===== config.mk =====
export PLATFORM = sky130hd
export DESIGN_NAME = shape_spring_engine
export DESIGN_NICKNAME = d
export VERILOG_FILES = /design/src/rtl/shape_spring_engine.sv
export SDC_FILE = /design/constraint.sdc
export NUM_CORES = 1
export LEC_CHECK = 0
export ABC_AREA = 1
export CAP_MARGIN = 20
export CORE_AREA = 8 8 208 210
export CTS_BUF_LIST = sky130_fd_sc_hd__clkbuf_4 sky130_fd_sc_hd__clkbuf_8 sky130_fd_sc_hd__clkbuf_16
export DETAILED_ROUTE_END_ITERATION = 8
export DIE_AREA = 0 0 216 218
export GPL_TIMING_DRIVEN = 0
export PLACE_DENSITY = 0.75
export SETUP_SLACK_MARGIN = 0.3
export SLEW_MARGIN = 20
export SYNTH_ARGS = -nofsm -noshare
export SYNTH_HDL_FRONTEND = slang
export SYNTH_SLANG_ARGS = --single-unit

===== constraint.sdc =====
create_clock -name clk_in -period 9.45 [get_ports clk_in]
set_clock_uncertainty 0.2 [all_clocks]
set_input_delay 1.89 -clock clk_in [delete_from_list [all_inputs] [get_ports clk_in]]
set_output_delay 1.89 -clock clk_in [all_outputs]
set_load 0.01 [all_outputs]

===== src/rtl/shape_spring_engine.sv =====
// Shape-restoring spring-damper solver: one node force per handshake,
// negated force sum reported as the axle reaction after each solve.
//
// Ports:
//   clk_in, rst_in            clock, async active-high reset
//   start_in                  begin a solve (ignored while busy_out)
//   k_in, b_in                per-axis unsigned stiffness/damping [0]=x [1]=y
//   nodes, ideal_nodes        signed positions [axis][node]
//   velocities, axle_velocity signed velocities
//   force_*_out, force_ready_in   per-node force stream (valid/ready)
//   axle_force_x/y            saturated negated force sum
//   busy_out, done_out        solve in progress / final-result pulse
module shape_spring_engine #(
  parameter int NUM_NODES     = 10,
  parameter int CONSTANT_SIZE = 4,
  parameter int POSITION_SIZE = 8,
  parameter int VELOCITY_SIZE = 8,
  parameter int FORCE_SIZE    = 8,
  parameter int FRAC_BITS     = 0
) (
  input  logic clk_in,
  input  logic rst_in,
  input  logic start_in,
  input  logic [1:0][CONSTANT_SIZE-1:0] k_in,
  input  logic [1:0][CONSTANT_SIZE-1:0] b_in,
  input  logic [1:0][NUM_NODES-1:0][POSITION_SIZE-1:0] nodes,
  input  logic [1:0][NUM_NODES-1:0][POSITION_SIZE-1:0] ideal_nodes,
  input  logic [1:0][NUM_NODES-1:0][VELOCITY_SIZE-1:0] velocities,
  input  logic [1:0][VELOCITY_SIZE-1:0] axle_velocity,
  output logic signed [FORCE_SIZE-1:0] force_x_out,
  output logic signed [FORCE_SIZE-1:0] force_y_out,
  output logic [$clog2(NUM_NODES):0] force_idx_out,
  output logic force_valid_out,
  input  logic force_ready_in,
  output logic signed [FORCE_SIZE-1:0] axle_force_x,
  output logic signed [FORCE_SIZE-1:0] axle_force_y,
  output logic busy_out,
  output logic done_out
);

  localparam int IW = $clog2(NUM_NODES) + 1;
  localparam int SW = (NUM_NODES > 1) ? $clog2(NUM_NODES) : 1;
  localparam int AW = FORCE_SIZE + IW;
  localparam int DW = POSITION_SIZE + 1;
  localparam int VW = VELOCITY_SIZE + 1;
  localparam int KW = CONSTANT_SIZE + 1 + DW;
  localparam int BW = CONSTANT_SIZE + 1 + VW;
  localparam int RW = ((KW > BW) ? KW : BW) + 1;

  localparam logic signed [RW-1:0] RMAX = RW'((1 << (FORCE_SIZE-1)) - 1);
  localparam logic signed [RW-1:0] RMIN = ~RMAX;
  localparam logic signed [AW-1:0] AMAX = AW'((1 << (FORCE_SIZE-1)) - 1);
  localparam logic signed [AW-1:0] AMIN = ~AMAX;

  localparam logic [FORCE_SIZE-1:0] FPOS = {1'b0, {(FORCE_SIZE-1){1'b1}}};
  localparam logic [FORCE_SIZE-1:0] FNEG = {1'b1, {(FORCE_SIZE-1){1'b0}}};

  typedef enum logic [1:0] {S_IDLE, S_CALC, S_EMIT, S_DONE} state_t;

  function automatic logic signed [FORCE_SIZE-1:0] spring(
    input logic [CONSTANT_SIZE-1:0] k,
    input logic [CONSTANT_SIZE-1:0] b,
    input logic signed [POSITION_SIZE-1:0] pos,
    input logic signed [POSITION_SIZE-1:0] ideal,
    input logic signed [VELOCITY_SIZE-1:0] vel,
    input logic signed [VELOCITY_SIZE-1:0] av
  );
    logic signed [DW-1:0] d;
    logic signed [VW-1:0] rv;
    logic signed [KW-1:0] kd;
    logic signed [BW-1:0] bv;
    logic signed [RW-1:0] raw;
    d   = DW'(ideal) - DW'(pos);
    rv  = VW'(vel) - VW'(av);
    kd  = $signed({1'b0, k}) * d;
    bv  = $signed({1'b0, b}) * rv;
    raw = (RW'(kd) - RW'(bv)) >>> FRAC_BITS;
    if (raw > RMAX) return FPOS;
    if (raw < RMIN) return FNEG;
    return raw[FORCE_SIZE-1:0];
  endfunction

  function automatic logic signed [FORCE_SIZE-1:0] sat_acc(
    input logic signed [AW-1:0] v
  );
    if (v > AMAX) return FPOS;
    if (v < AMIN) return FNEG;
    return v[FORCE_SIZE-1:0];
  endfunction

  state_t state_q, state_d;
  logic [IW-1:0] idx_q, idx_d;
  logic [1:0][CONSTANT_SIZE-1:0] k_q, k_d, b_q, b_d;
  logic [1:0][VELOCITY_SIZE-1:0] av_q, av_d;
  logic signed [FORCE_SIZE-1:0] fx_q, fx_d, fy_q, fy_d;
  logic [IW-1:0] fidx_q, fidx_d;
  logic fvalid_q, fvalid_d;
  logic signed [AW-1:0] accx_q, accx_d, accy_q, accy_d;
  logic signed [AW-1:0] accx_nx, accy_nx;
  logic signed [FORCE_SIZE-1:0] axx_q, axx_d, axy_q, axy_d;
  logic busy_q, busy_d, done_q, done_d;
  logic [SW-1:0] sel;

  assign sel     = SW'(idx_q);
  assign accx_nx = accx_q - AW'(fx_q);
  assign accy_nx = accy_q - AW'(fy_q);

  always_comb begin
    state_d  = state_q;
    idx_d    = idx_q;
    k_d      = k_q;
    b_d      = b_q;
    av_d     = av_q;
    fx_d     = fx_q;
    fy_d     = fy_q;
    fidx_d   = fidx_q;
    fvalid_d = fvalid_q;
    accx_d   = accx_q;
    accy_d   = accy_q;
    axx_d    = axx_q;
    axy_d    = axy_q;
    busy_d   = busy_q;
    done_d   = 1'b0;
    unique case (state_q)
      S_IDLE: begin
        if (start_in) begin
          k_d     = k_in;
          b_d     = b_in;
          av_d    = axle_velocity;
          accx_d  = '0;
          accy_d  = '0;
          idx_d   = '0;
          busy_d  = 1'b1;
          state_d = S_CALC;
        end
      end
      S_CALC: begin
        fx_d = spring(k_q[0], b_q[0], nodes[0][sel],
                      ideal_nodes[0][sel], velocities[0][sel], av_q[0]);
        fy_d = spring(k_q[1], b_q[1], nodes[1][sel],
                      ideal_nodes[1][sel], velocities[1][sel], av_q[1]);
        fidx_d   = idx_q;
        fvalid_d = 1'b1;
        state_d  = S_EMIT;
      end
      S_EMIT: begin
        if (fvalid_q && force_ready_in) begin
          fvalid_d = 1'b0;
          accx_d   = accx_nx;
          accy_d   = accy_nx;
          if (idx_q == IW'(NUM_NODES - 1)) begin
            // Publish on entry so the result is final while done_out is high.
            axx_d   = sat_acc(accx_nx);
            axy_d   = sat_acc(accy_nx);
            done_d  = 1'b1;
            state_d = S_DONE;
          end else begin
            idx_d   = idx_q + IW'(1);
            state_d = S_CALC;
          end
        end
      end
      S_DONE: begin
        busy_d  = 1'b0;
        state_d = S_IDLE;
      end
      default: state_d = S_IDLE;
    endcase
  end

  always_ff @(posedge clk_in or posedge rst_in) begin
    if (rst_in) begin
      state_q  <= S_IDLE;
      idx_q    <= '0;
      k_q      <= '0;
      b_q      <= '0;
      av_q     <= '0;
      fx_q     <= '0;
      fy_q     <= '0;
      fidx_q   <= '0;
      fvalid_q <= 1'b0;
      accx_q   <= '0;
      accy_q   <= '0;
      axx_q    <= '0;
      axy_q    <= '0;
      busy_q   <= 1'b0;
      done_q   <= 1'b0;
    end else begin
      state_q  <= state_d;
      idx_q    <= idx_d;
      k_q      <= k_d;
      b_q      <= b_d;
      av_q     <= av_d;
      fx_q     <= fx_d;
      fy_q     <= fy_d;
      fidx_q   <= fidx_d;
      fvalid_q <= fvalid_d;
      accx_q   <= accx_d;
      accy_q   <= accy_d;
      axx_q    <= axx_d;
      axy_q    <= axy_d;
      busy_q   <= busy_d;
      done_q   <= done_d;
    end
  end

  assign force_x_out     = fx_q;
  assign force_y_out     = fy_q;
  assign force_idx_out   = fidx_q;
  assign force_valid_out = fvalid_q;
  assign axle_force_x    = axx_q;
  assign axle_force_y    = axy_q;
  assign busy_out        = busy_q;
  assign done_out        = done_q;

endmodule


==> results by group, run 1 <==
Critical path
  • CP required: 9510 ps
  • Max incr delay on CP: 550 ps
  • R2R Path Start: idx_q[0]
  • CP most frequent cell: nand2_1
  • Critical path endpoint: force_y_out[4]
  • Reg2reg end: force_x_out[1]
  • Reg2reg path depth: 35
  • Crit-path max FO: 7
  • Setup CP Type: input port to flop
  • Arr. time, crit path: 8890 ps
  • Critical path capture point type: flop
  • Flop-to-flop setup slack: 720 ps
  • CP Launch Type: input port
  • Worst Setup SP: velocities[96]
  • Slowest-stage cell, CP: fa_1

Synth
  • Synthesized area: 0.0172 mm²
  • Synth Register Bits: 105
  • Post-synth top area share: 15.6%
  • Post-synth cell types: 44
  • Cell with the most instances after synthesis: nand2_1
  • Cell taking the most area after synthesis: fa_1
  • Synth top area cells: fa_1 (16%), dfrtp_1 (15%), nand2_1 (12%)
  • Mapped Cells: 2588
  • Synth Warn #: 0
  • Sequential share of the synthesized area: 15.3%
  • Top_reg_cell synth: dfrtp_1
  • Syn nets: 3376
  • Most frequent cells after synthesis: nand2_1 (545), inv_1 (408), nor2_1 (380), o21ai_0 (273), ha_1 (138)
  • EDFF count, synth: 0
  • Mean area per synthesized cell: 6.66 µm²
  • Post-synth ARST share: 100%

STA
  • Final Hold Vio Count: 0
  • RSZ-0062 raised after global routing: yes
  • Worst-margin pin slew: 968 ps
  • Fmax: 113 MHz
  • Fin crit share: 93.5%
  • Setup-failing EPs final: 0
  • Setup TNS: 0 ps
  • Rel. slew slack: 34.8%
  • Tmin final: 8840 ps
  • Slew Viols, Final: 0

Floorplan
  • Die width: 216 µm
  • Core Region: 0.0402 mm²
  • Initial Util: 42.9%
  • Die height: 218 µm
  • Number of core rows: 74
  • Die Area: 0.0471 mm²
  • Boundary pin count: 556

GRT
  • Gr usage total: 36.0%
  • GRT Residual Overflow: 0
  • First-pass GRT wire length: 129000 µm
  • Initial antenna violation count: 19
  • Grt met2 use: 59.0%
  • GRT met1 Usage: 45.6%
  • Largest net degree at the start of global routing: 65
  • Met3 usage: 8.72%
  • Vias in the first global route: 20800
  • Top Usage Layer GRT: met2

CTS
  • Clock H-tree levels: 3
  • CTS Hold Bufs: 0
  • Worst-skew pair later-pin latency: 380 ps
  • Clk buf depth: 2
  • CTS Sinks: 105
  • Root Driver: clkbuf_16
  • TritonCTS clock tree: built
  • TritonCTS Buffers: 9
  • Worst-path clk slew: 70 ps

Route
  • Vias post-DR: 20600
  • First-pass iteration count of the detailed router: 8
  • Post-route DRC: 0
  • Routed vias/inst: 5.54
  • Initial DRC count: 2072
  • Drt wl/cell: 23.5 µm
  • Routed Antenna Nets: 0
  • Routed Wire Length: 87500 µm

Finish
  • Post-route cell area: 0.0241 mm²
  • FILL cells: 3827
  • Synthesis-to-finish area growth: 40.1%
  • Final net count: 3950
  • Share of layout cells above drive strength 1: 5.78%
  • Area of the multi-input gates: 0.0128 mm²
  • Sequential cell area: 0.00263 mm²

Placement
  • Number of buffers added on ports: 555
  • DP HPWL: 74400 µm
  • GPL Wtd Cong: 1.02
  • Placed cell area: 0.0235 mm²

Job
  • Max-Cap Viols: 0

Hold path
  • Min-delay worst type: flop to flop

Power and ir drop
  • VDD IR max: 78.6 µV
  • Power density over cell area: 62.5 mW/mm²
  • Leak pwr: 0.0116 µW

Status
  • Outcome: finished clean
[per-stage QoR]
step,hold slack (ps),util (%),std cells,setup WS [ps],total power (µW)
finish,284,60.1,3715,614,1510
detailed placement,265,58.4,3676,-339,1110
global route,317,60.1,3713,261,1580
floorplan,232,-,2588,1310,740
CTS,279,59.2,3692,316,1500
global placement,249,58.4,3675,-183,1110
[cell usage in the layout, fill, tap and decap left out, types with 16 or more instances in the layout]
master / count
nand4_1: 16
fa_1: 134
o22ai_1: 21
a21oi_1: 66
diode_2: 16
xor2_1: 20
o211ai_1: 20
or2_2: 17
nor2_1: 370
clkbuf_1: 80
mux2i_1: 17
inv_1: 406
dfrtp_1: 105
nand2_1: 538
clkdlybuf4s50_1: 553
a21oi_2: 17
a31o_2: 22
o21ai_0: 264
o221ai_1: 72
xnor2_1: 21
nand3_1: 104
ha_1: 131
buf_2: 24
[area by class of cell]
type / count / area share [%]
Clock buffer: 10 / 0.964
Buffer: 109 / 1.84
Antenna cell: 16 / 0.166
Timing Repair Buffer: 563 / 23.5
Inverter: 427 / 6.66
Clock inverter: 6 / 0.238
Sequential cell: 105 / 10.9
Tap cell: 532 / 2.76
Multi-Input combinational cell: 1947 / 53.0
[per-layer routing]
layer  up-vias  wire (µm)
li1       9508          -
met1      9803      35600
met2      1117      39800
met3       163       8860
met4         6       3220
met5         -         43
[worst min path at each step]
stage	startpoint	end	slack, ps	cells after the start
after floorplan	idx_q[4]	idx_q[4]	230	1
after global placement	idx_q[4]	idx_q[4]	250	1
after CTS	idx_q[4]	idx_q[4]	280	1
final	idx_q[4]	idx_q[4]	280	1
after global routing	axle_force_y[0]	axle_force_y[0]	320	2
after detailed placement	idx_q[4]	idx_q[4]	270	1
[report_power, final]
group / switching [µW] / internal [µW] / total (µW)
clock network: 201 / 190 / 391
registers: 40.1 / 478 / 518
logic: 259 / 340 / 600
total: 500 / 1010 / 1510
[repair_timing]
item                       4_1_cts  5_1_grt
resized for setup                5       69
buffers inserted                 0        7
setup endpoints to repair       12       15
pin swaps                        0       15
[cell families after synthesis]
family          count (synthesis)  share of synthesized area, %
buf+inv                       536                          11.9
flops                         105                          15.3
mux                            18                          1.05
fa+ha+maj                     272                          25.6
compound gates                518                          18.2
xor+xnor                       44                          2.28
simple gates                 1095                          25.8
[state kept, by name, indices dropped and copies added, names as in the netlist, 2 cells and up]
name,flops
av_q,16
accx_q,13
accy_q,13
axle_force_x,8
axle_force_y,8
b_q,8
force_x_out,8
force_y_out,8
k_q,8
force_idx_out,5
idx_q,5
state_q,2
[worst max-delay path: cells and delay by family]
kind                       cells  cell delay (ps)
adders and majority gates      8             3350
and+or+nand+nor               12             1430
AOI/OAI and AO/OA              8             1150
buffers and inverters          7              940
xor gates and xnor gates       1              130
No activity file was read; power rests on OpenSTA's default activity.
==> run 2, diff against run 1 <==
- CORE_AREA: 8 8 208 210 -> 3 3 216 218
- DIE_AREA: 0 0 216 218 -> 0 0 219 221
- PLACE_DENSITY: 0.75 -> 0.67
- SETUP_SLACK_MARGIN: 0.3 -> 0.5
==> results by group, run 2 (same netlist as run 1, synthesis figures left out) <==
Route
  • Routed Antenna Nets: 0 (unchanged)
  • Post-route DRC: 0 (unchanged)
  • DRT met1 WL: 37000 µm (was 35600 µm)
  • Met2 wire length: 41300 µm (was 39800 µm)
  • Routed Wire Length: 91200 µm (was 87500 µm)
  • Vias post-DR: 20800 (was 20600)
  • Routed vias/inst: 5.47 (was 5.54)
  • Drt wl/cell: 24.1 µm (was 23.5 µm)
  • Top Layer Used: met5 (unchanged)
  • Initial DRC count: 1798 (was 2072)
  • Met3 wire length: 8650 µm (was 8860 µm)
  • First-pass iteration count of the detailed router: 6 (was 8)

Finish
  • Post-route cell area: 0.0246 mm² (was 0.0241 mm²)
  • Final net count: 3960 (was 3950)
  • Synthesis-to-finish area growth: 42.8% (was 40.1%)
  • Most common cell after layout, fill and taps aside: clkdlybuf4s50_1 (unchanged)
  • Area of the multi-input gates: 0.0131 mm² (was 0.0128 mm²)
  • Sequential cell area: 0.00263 mm² (unchanged)
  • Regs by FF count: av_q (16), accx_q (13), accy_q (13) (unchanged)
  • Share of layout cells above drive strength 1: 8.15% (was 5.78%)
  • FILL cells: 4477 (was 3827)
  • Largest Register: av_q (unchanged)
  • Largest register FFs: 16 (unchanged)
  • Most frequent cells in the layout: clkdlybuf4s50_1 (550), nand2_1 (518), inv_1 (404) (was clkdlybuf4s50_1 (553), nand2_1 (538), inv_1 (406))
  • Final std cells w/o fill: 3793 (was 3715)

Critical path
  • Worst Setup SP: velocities[97] (was velocities[96])
  • Critical path capture point type: flop (unchanged)
  • Reg2reg end: force_y_out[4] (was force_x_out[1])
  • Critical path endpoint: force_y_out[4] (unchanged)
  • CP most frequent cell: inv_1 (was nand2_1)
  • Reg2reg path depth: 42 (was 35)
  • Max incr delay on CP: 550 ps (about the same)
  • Setup CP Type: input port to flop (unchanged)
  • Slowest-stage cell, CP: fa_1 (unchanged)
  • Flop-to-flop setup slack: 900 ps (was 720 ps)
  • Crit-path max FO: 7 (unchanged)
  • Arr. time, crit path: 8800 ps (was 8890 ps)
  • CP Launch Type: input port (unchanged)
  • R2R Path Start: idx_q[0] (unchanged)
  • CP required: 9490 ps (was 9510 ps)

CTS
  • Worst-skew pair later-pin latency: 380 ps (about the same)
  • CTS Hold Bufs: 0 (unchanged)
  • Clock H-tree levels: 3 (unchanged)
  • TritonCTS Buffers: 9 (unchanged)
  • Clk buf depth: 2 (unchanged)
  • TritonCTS clock tree: built (unchanged)
  • CTS Sinks: 105 (unchanged)
  • Root Driver: clkbuf_16 (unchanged)
  • Worst-path clk slew: 90 ps (was 70 ps)

GRT
  • First-pass GRT wire length: 132000 µm (was 129000 µm)
  • Gr usage total: 36.4% (was 36.0%)
  • GRT Residual Overflow: 0 (unchanged)
  • Initial antenna violation count: 23 (was 19)
  • Largest net degree at the start of global routing: 60 (was 65)
  • Vias in the first global route: 20700 (was 20800)

Placement
  • DP HPWL: 76900 µm (was 74400 µm)
  • GPL Wtd Cong: 0.998 (was 1.02)
  • DP Cell Count: 3744 (was 3676)
  • Number of buffers added on ports: 555 (unchanged)
  • Placed cell area: 0.0236 mm² (was 0.0235 mm²)

STA
  • Final Hold Vio Count: 0 (unchanged)
  • Setup-failing EPs final: 0 (unchanged)
  • Fmax: 114 MHz (was 113 MHz)
  • RSZ-0062 raised after global routing: no (was yes)
  • Worst-margin pin slew: 1010 ps (was 968 ps)
  • Fin crit share: 92.7% (was 93.5%)
  • Slew Viols, Final: 0 (unchanged)
  • Tmin final: 8760 ps (was 8840 ps)
  • Rel. slew slack: 32.4% (was 34.8%)

Floorplan
  • Core Region: 0.0451 mm² (was 0.0402 mm²)
  • Number of core rows: 78 (was 74)
  • Die width: 219 µm (was 216 µm)
  • Initial Util: 38.2% (was 42.9%)
  • Die height: 221 µm (was 218 µm)
  • Boundary pin count: 556 (unchanged)
  • Die Area: 0.0484 mm² (was 0.0471 mm²)

Power and ir drop
  • Leak pwr: 0.0117 µW (was 0.0116 µW)
  • VDD IR max: 88.8 µV (was 78.6 µV)
  • Power density over cell area: 61.7 mW/mm² (was 62.5 mW/mm²)

Status
  • Outcome: finished clean (unchanged)

Job
  • Max-Cap Viols: 0 (unchanged)

Hold path
  • Min-delay worst type: flop to flop (unchanged)
## run 2: timing repair
| item | in CTS | in global routing |
|---|---|---|
| cloned | 0 | 0 |
| pin swaps | 7 | 65 |
| setup buffers | 1 | 16 |
| setup endpoints to repair | 15 | 16 |
| gates resized for setup | 23 | 143 |
## run 2: area by class of cell
class | instances | area share (%)
repair buffers | 573 | 23.3
diodes | 16 | 0.163
plain buffers | 109 | 1.80
well taps | 600 | 3.05
flip-flops and latches | 105 | 10.7
clock buffers | 10 | 0.972
multi-input cells | 1947 | 53.3
inverters | 427 | 6.54
clock inverters | 6 | 0.198
## run 2: through the flow
stage / hold slack (ps) / TNS, ps / utilization (%) / setup slack (ps) / total power (µW)
floorplan: 232 / 0 / - / 1310 / 740
global placement: 248 / -2030 / 52.2 / -279 / 1100
detailed placement: 254 / -3790 / 52.3 / -444 / 1110
CTS: 268 / 0 / 53.1 / 500 / 1510
global route: 308 / 0 / 54.5 / 423 / 1580
finish: 278 / 0 / 54.6 / 691 / 1520
## run 2: how the worst min path moves through the flow
stage | from | end | cells after the start
floorplan | idx_q[4] | idx_q[4] | 1
global placement | idx_q[4] | idx_q[4] | 1
detailed placement | idx_q[4] | idx_q[4] | 1
CTS | idx_q[4] | idx_q[4] | 1
global route | idx_q[4] | idx_q[4] | 1
finish | idx_q[4] | idx_q[4] | 1
## run 2: critical path: cells and delay by family
| family | cells | cell delay (ps) |
|---|---|---|
| buf+inv | 9 | 1070 |
| compound gates | 9 | 1670 |
| simple gates | 12 | 1220 |
| fa+ha+maj | 7 | 2900 |
## run 2: routing by layer
layer  global-route usage [%]  vias up
met2                     58.9     1042
met3                     9.06      214
li1                         -     9526
met4                     14.6       18
met5                        0        -
met1                     46.6     9965
## run 2: report_power, final
| part | total, µW | switching [µW] | internal [µW] |
|---|---|---|---|
| Sequential | 511 | 32.4 | 478 |
| Clock | 404 | 213 | 191 |
| Combinational | 603 | 261 | 341 |
| Total | 1520 | 506 | 1010 |
==> run 3, diff against run 2 <==
- GPL_TIMING_DRIVEN: 0 -> unset
==> results by group, run 3 (same netlist as run 1, synthesis figures left out) <==
Power and ir drop
  • Sequential Power Share: 34.0% (was 33.7%)
  • Comb pwr share: 38.5% (was 39.7%)
  • Clk pwr share: 27.4% (was 26.6%)
  • Leak pwr: 0.0116 µW (was 0.0117 µW)
  • Power density over cell area: 62.3 mW/mm² (was 61.7 mW/mm²)
  • Cell internal pwr: 1030 µW (was 1010 µW)
  • VDD IR max: 83.9 µV (was 88.8 µV)
  • Pwr Total: 1510 µW (was 1520 µW)
  • Net Sw Frac: 31.8% (was 33.4%)
  • Total net switching power: 480 µW (was 506 µW)

STA
  • Rel. slew slack: 32.4% (about the same)
  • Final Hold Vio Count: 0 (unchanged)
  • Slew Viols, Final: 0 (unchanged)
  • Worst Slack Setup Final: 814 ps (was 691 ps)
  • Setup-failing EPs final: 0 (unchanged)
  • Setup TNS: 0 ps (unchanged)
  • Fin crit share: 91.4% (was 92.7%)
  • Fmax: 116 MHz (was 114 MHz)
  • Worst-margin pin slew: 1010 ps (about the same)
  • RSZ-0062 raised after global routing: no (unchanged)
  • Tmin final: 8640 ps (was 8760 ps)

Critical path
  • Arr. time, crit path: 8680 ps (was 8800 ps)
  • CP required: 9500 ps (was 9490 ps)
  • WP buf/inv: 8 (was 9)
  • Slowest-stage cell, CP: fa_1 (unchanged)
  • Flop-to-flop setup slack: 1140 ps (was 900 ps)
  • Max incr delay on CP: 550 ps (about the same)
  • Reg2reg path depth: 39 (was 42)
  • CP Launch Type: input port (unchanged)
  • Reg2reg end: force_y_out[6] (was force_y_out[4])
  • Crit-path max FO: 7 (unchanged)
  • Setup CP Type: input port to flop (unchanged)
  • Critical path capture point type: flop (unchanged)
  • Critical Path Stages: 38 (was 37)
  • Worst path top cell family by delay: adder cells (unchanged)
  • R2R Path Start: idx_q[1] (was idx_q[0])
  • CP most frequent cell: nand2_1 (was inv_1)
  • Worst Setup SP: velocities[121] (was velocities[97])
  • Critical path endpoint: force_y_out[6] (was force_y_out[4])

Route
  • Post-route DRC: 0 (unchanged)
  • Vias post-DR: 19400 (was 20800)
  • First-pass iteration count of the detailed router: 6 (unchanged)
  • Routed Antenna Nets: 0 (unchanged)
  • Routed vias/inst: 5.25 (was 5.47)
  • Routed Wire Length: 73300 µm (was 91200 µm)
  • Drt wl/cell: 19.9 µm (was 24.1 µm)
  • Initial DRC count: 1225 (was 1798)

Finish
  • Most common cell after layout, fill and taps aside: clkdlybuf4s50_1 (unchanged)
  • Share of layout cells above drive strength 1: 7.44% (was 8.15%)
  • Largest Register: av_q (unchanged)
  • Regs by FF count: av_q (16), accx_q (13), accy_q (13) (unchanged)
  • Final net count: 3875 (was 3960)
  • Final std cells w/o fill: 3694 (was 3793)
  • Synthesis-to-finish area growth: 40.8% (was 42.8%)
  • Post-route cell area: 0.0243 mm² (was 0.0246 mm²)
  • Largest register FFs: 16 (unchanged)
  • Most frequent cells in the layout: clkdlybuf4s50_1 (553), nand2_1 (532), inv_1 (402) (was clkdlybuf4s50_1 (550), nand2_1 (518), inv_1 (404))
  • FILL cells: 4375 (was 4477)

Placement
  • Placed cell area: 0.0235 mm² (was 0.0236 mm²)
  • Setup slack at placement: -23.8 ps (was -444 ps)
  • DP Cell Count: 3672 (was 3744)
  • Number of buffers added on ports: 555 (unchanged)
  • GPL Wtd Cong: 0.976 (was 0.998)
  • DP HPWL: 59900 µm (was 76900 µm)

CTS
  • Clk buf depth: 2 (unchanged)
  • TritonCTS Buffers: 9 (unchanged)
  • Worst-path clk slew: 80 ps (was 90 ps)
  • CTS Hold Bufs: 0 (unchanged)
  • CTS Sinks: 105 (unchanged)
  • TritonCTS clock tree: built (unchanged)
  • Clock H-tree levels: 3 (unchanged)
  • Worst-skew pair later-pin latency: 380 ps (about the same)
  • Root Driver: clkbuf_16 (unchanged)

Floorplan
  • Number of core rows: 78 (unchanged)
  • Core Region: 0.0451 mm² (unchanged)
  • Die width: 219 µm (unchanged)
  • Initial Util: 38.2% (unchanged)
  • Boundary pin count: 556 (unchanged)
  • Die height: 221 µm (unchanged)
  • Die Area: 0.0484 mm² (unchanged)

Job
  • Max-Cap Viols: 0 (unchanged)

GRT
  • GRT Residual Overflow: 0 (unchanged)
  • Initial antenna violation count: 4 (was 23)
  • First-pass GRT wire length: 112000 µm (was 132000 µm)
  • Grt met2 use: 51.2% (was 58.9%)
  • Met3 usage: 5.71% (was 9.06%)
  • GRT met1 Usage: 37.3% (was 46.6%)
  • Gr usage total: 29.4% (was 36.4%)
  • Vias in the first global route: 19400 (was 20700)
  • Largest net degree at the start of global routing: 145 (was 60)
  • Top Usage Layer GRT: met2 (unchanged)

Status
  • Outcome: finished clean (unchanged)

Hold path
  • Min-delay worst type: flop to flop (unchanged)
[run 3: cell types whose count changed in the layout (fill, tap and decap cells not counted), sizes merged, moves of 2 or more]
cell,previous run,this run
clkbuf,90,10
diode,16,2
buf,47,42
clkinv,15,11
clkdlybuf4s50,550,553
clkinvlp,0,3
dlymetal6s2s,3,1
[run 3: cell type report]
cell class	instances	area [µm²]	area share (%)
clock buffer	10	233	0.959
sequential	105	2640	10.9
multi-input combinational	1947	13000	53.6
timing repair buffer	597	5950	24.5
antenna	2	5.00	0.0206
inverter	427	1610	6.64
clock inverter	6	75.1	0.309
tap	600	751	3.09
[run 3: worst min-delay path by stage]
stage,from,to,cells after the start
2_1_floorplan,idx_q[4],idx_q[4],1
3_3_place_gp,idx_q[4],idx_q[4],1
3_5_place_dp,idx_q[4],idx_q[4],1
4_1_cts,idx_q[4],idx_q[4],1
5_1_grt,idx_q[4],idx_q[4],1
6_report,idx_q[4],idx_q[4],1
[run 3: timing repair]
| action | in CTS | in global routing |
|---|---|---|
| gates resized for setup | 5 | 110 |
| buffers inserted | 0 | 4 |
| pin swaps | 2 | 31 |
| endpoints found under the setup margin | 14 | 16 |
[run 3: per-layer routing]
metal	vias up	part of all wire (%)	routed length, µm
li1	9312	-	-
met1	9244	41	30400
met2	724	49	35700
met3	99	6.9	5080
met4	4	2.9	2140
met5	-	0.046	34
[run 3: per-stage QoR]
step	hold WS [ps]	utilization, %
finish	267	53.8
global route	281	53.8
CTS	267	52.7
detailed placement	255	52.0
global placement	247	52.0
floorplan	232	-
[run 3: power groups by stage]
| stage | Sequential [µW] | Combinational (µW) | Clock, µW |
|---|---|---|---|
| after global routing | 519 | 633 | 437 |
| final | 514 | 582 | 415 |
| after detailed placement | 523 | 567 | 0 |
| after floorplan | 522 | 217 | 0 |
| after global placement | 523 | 562 | 0 |
| after CTS | 515 | 573 | 424 |
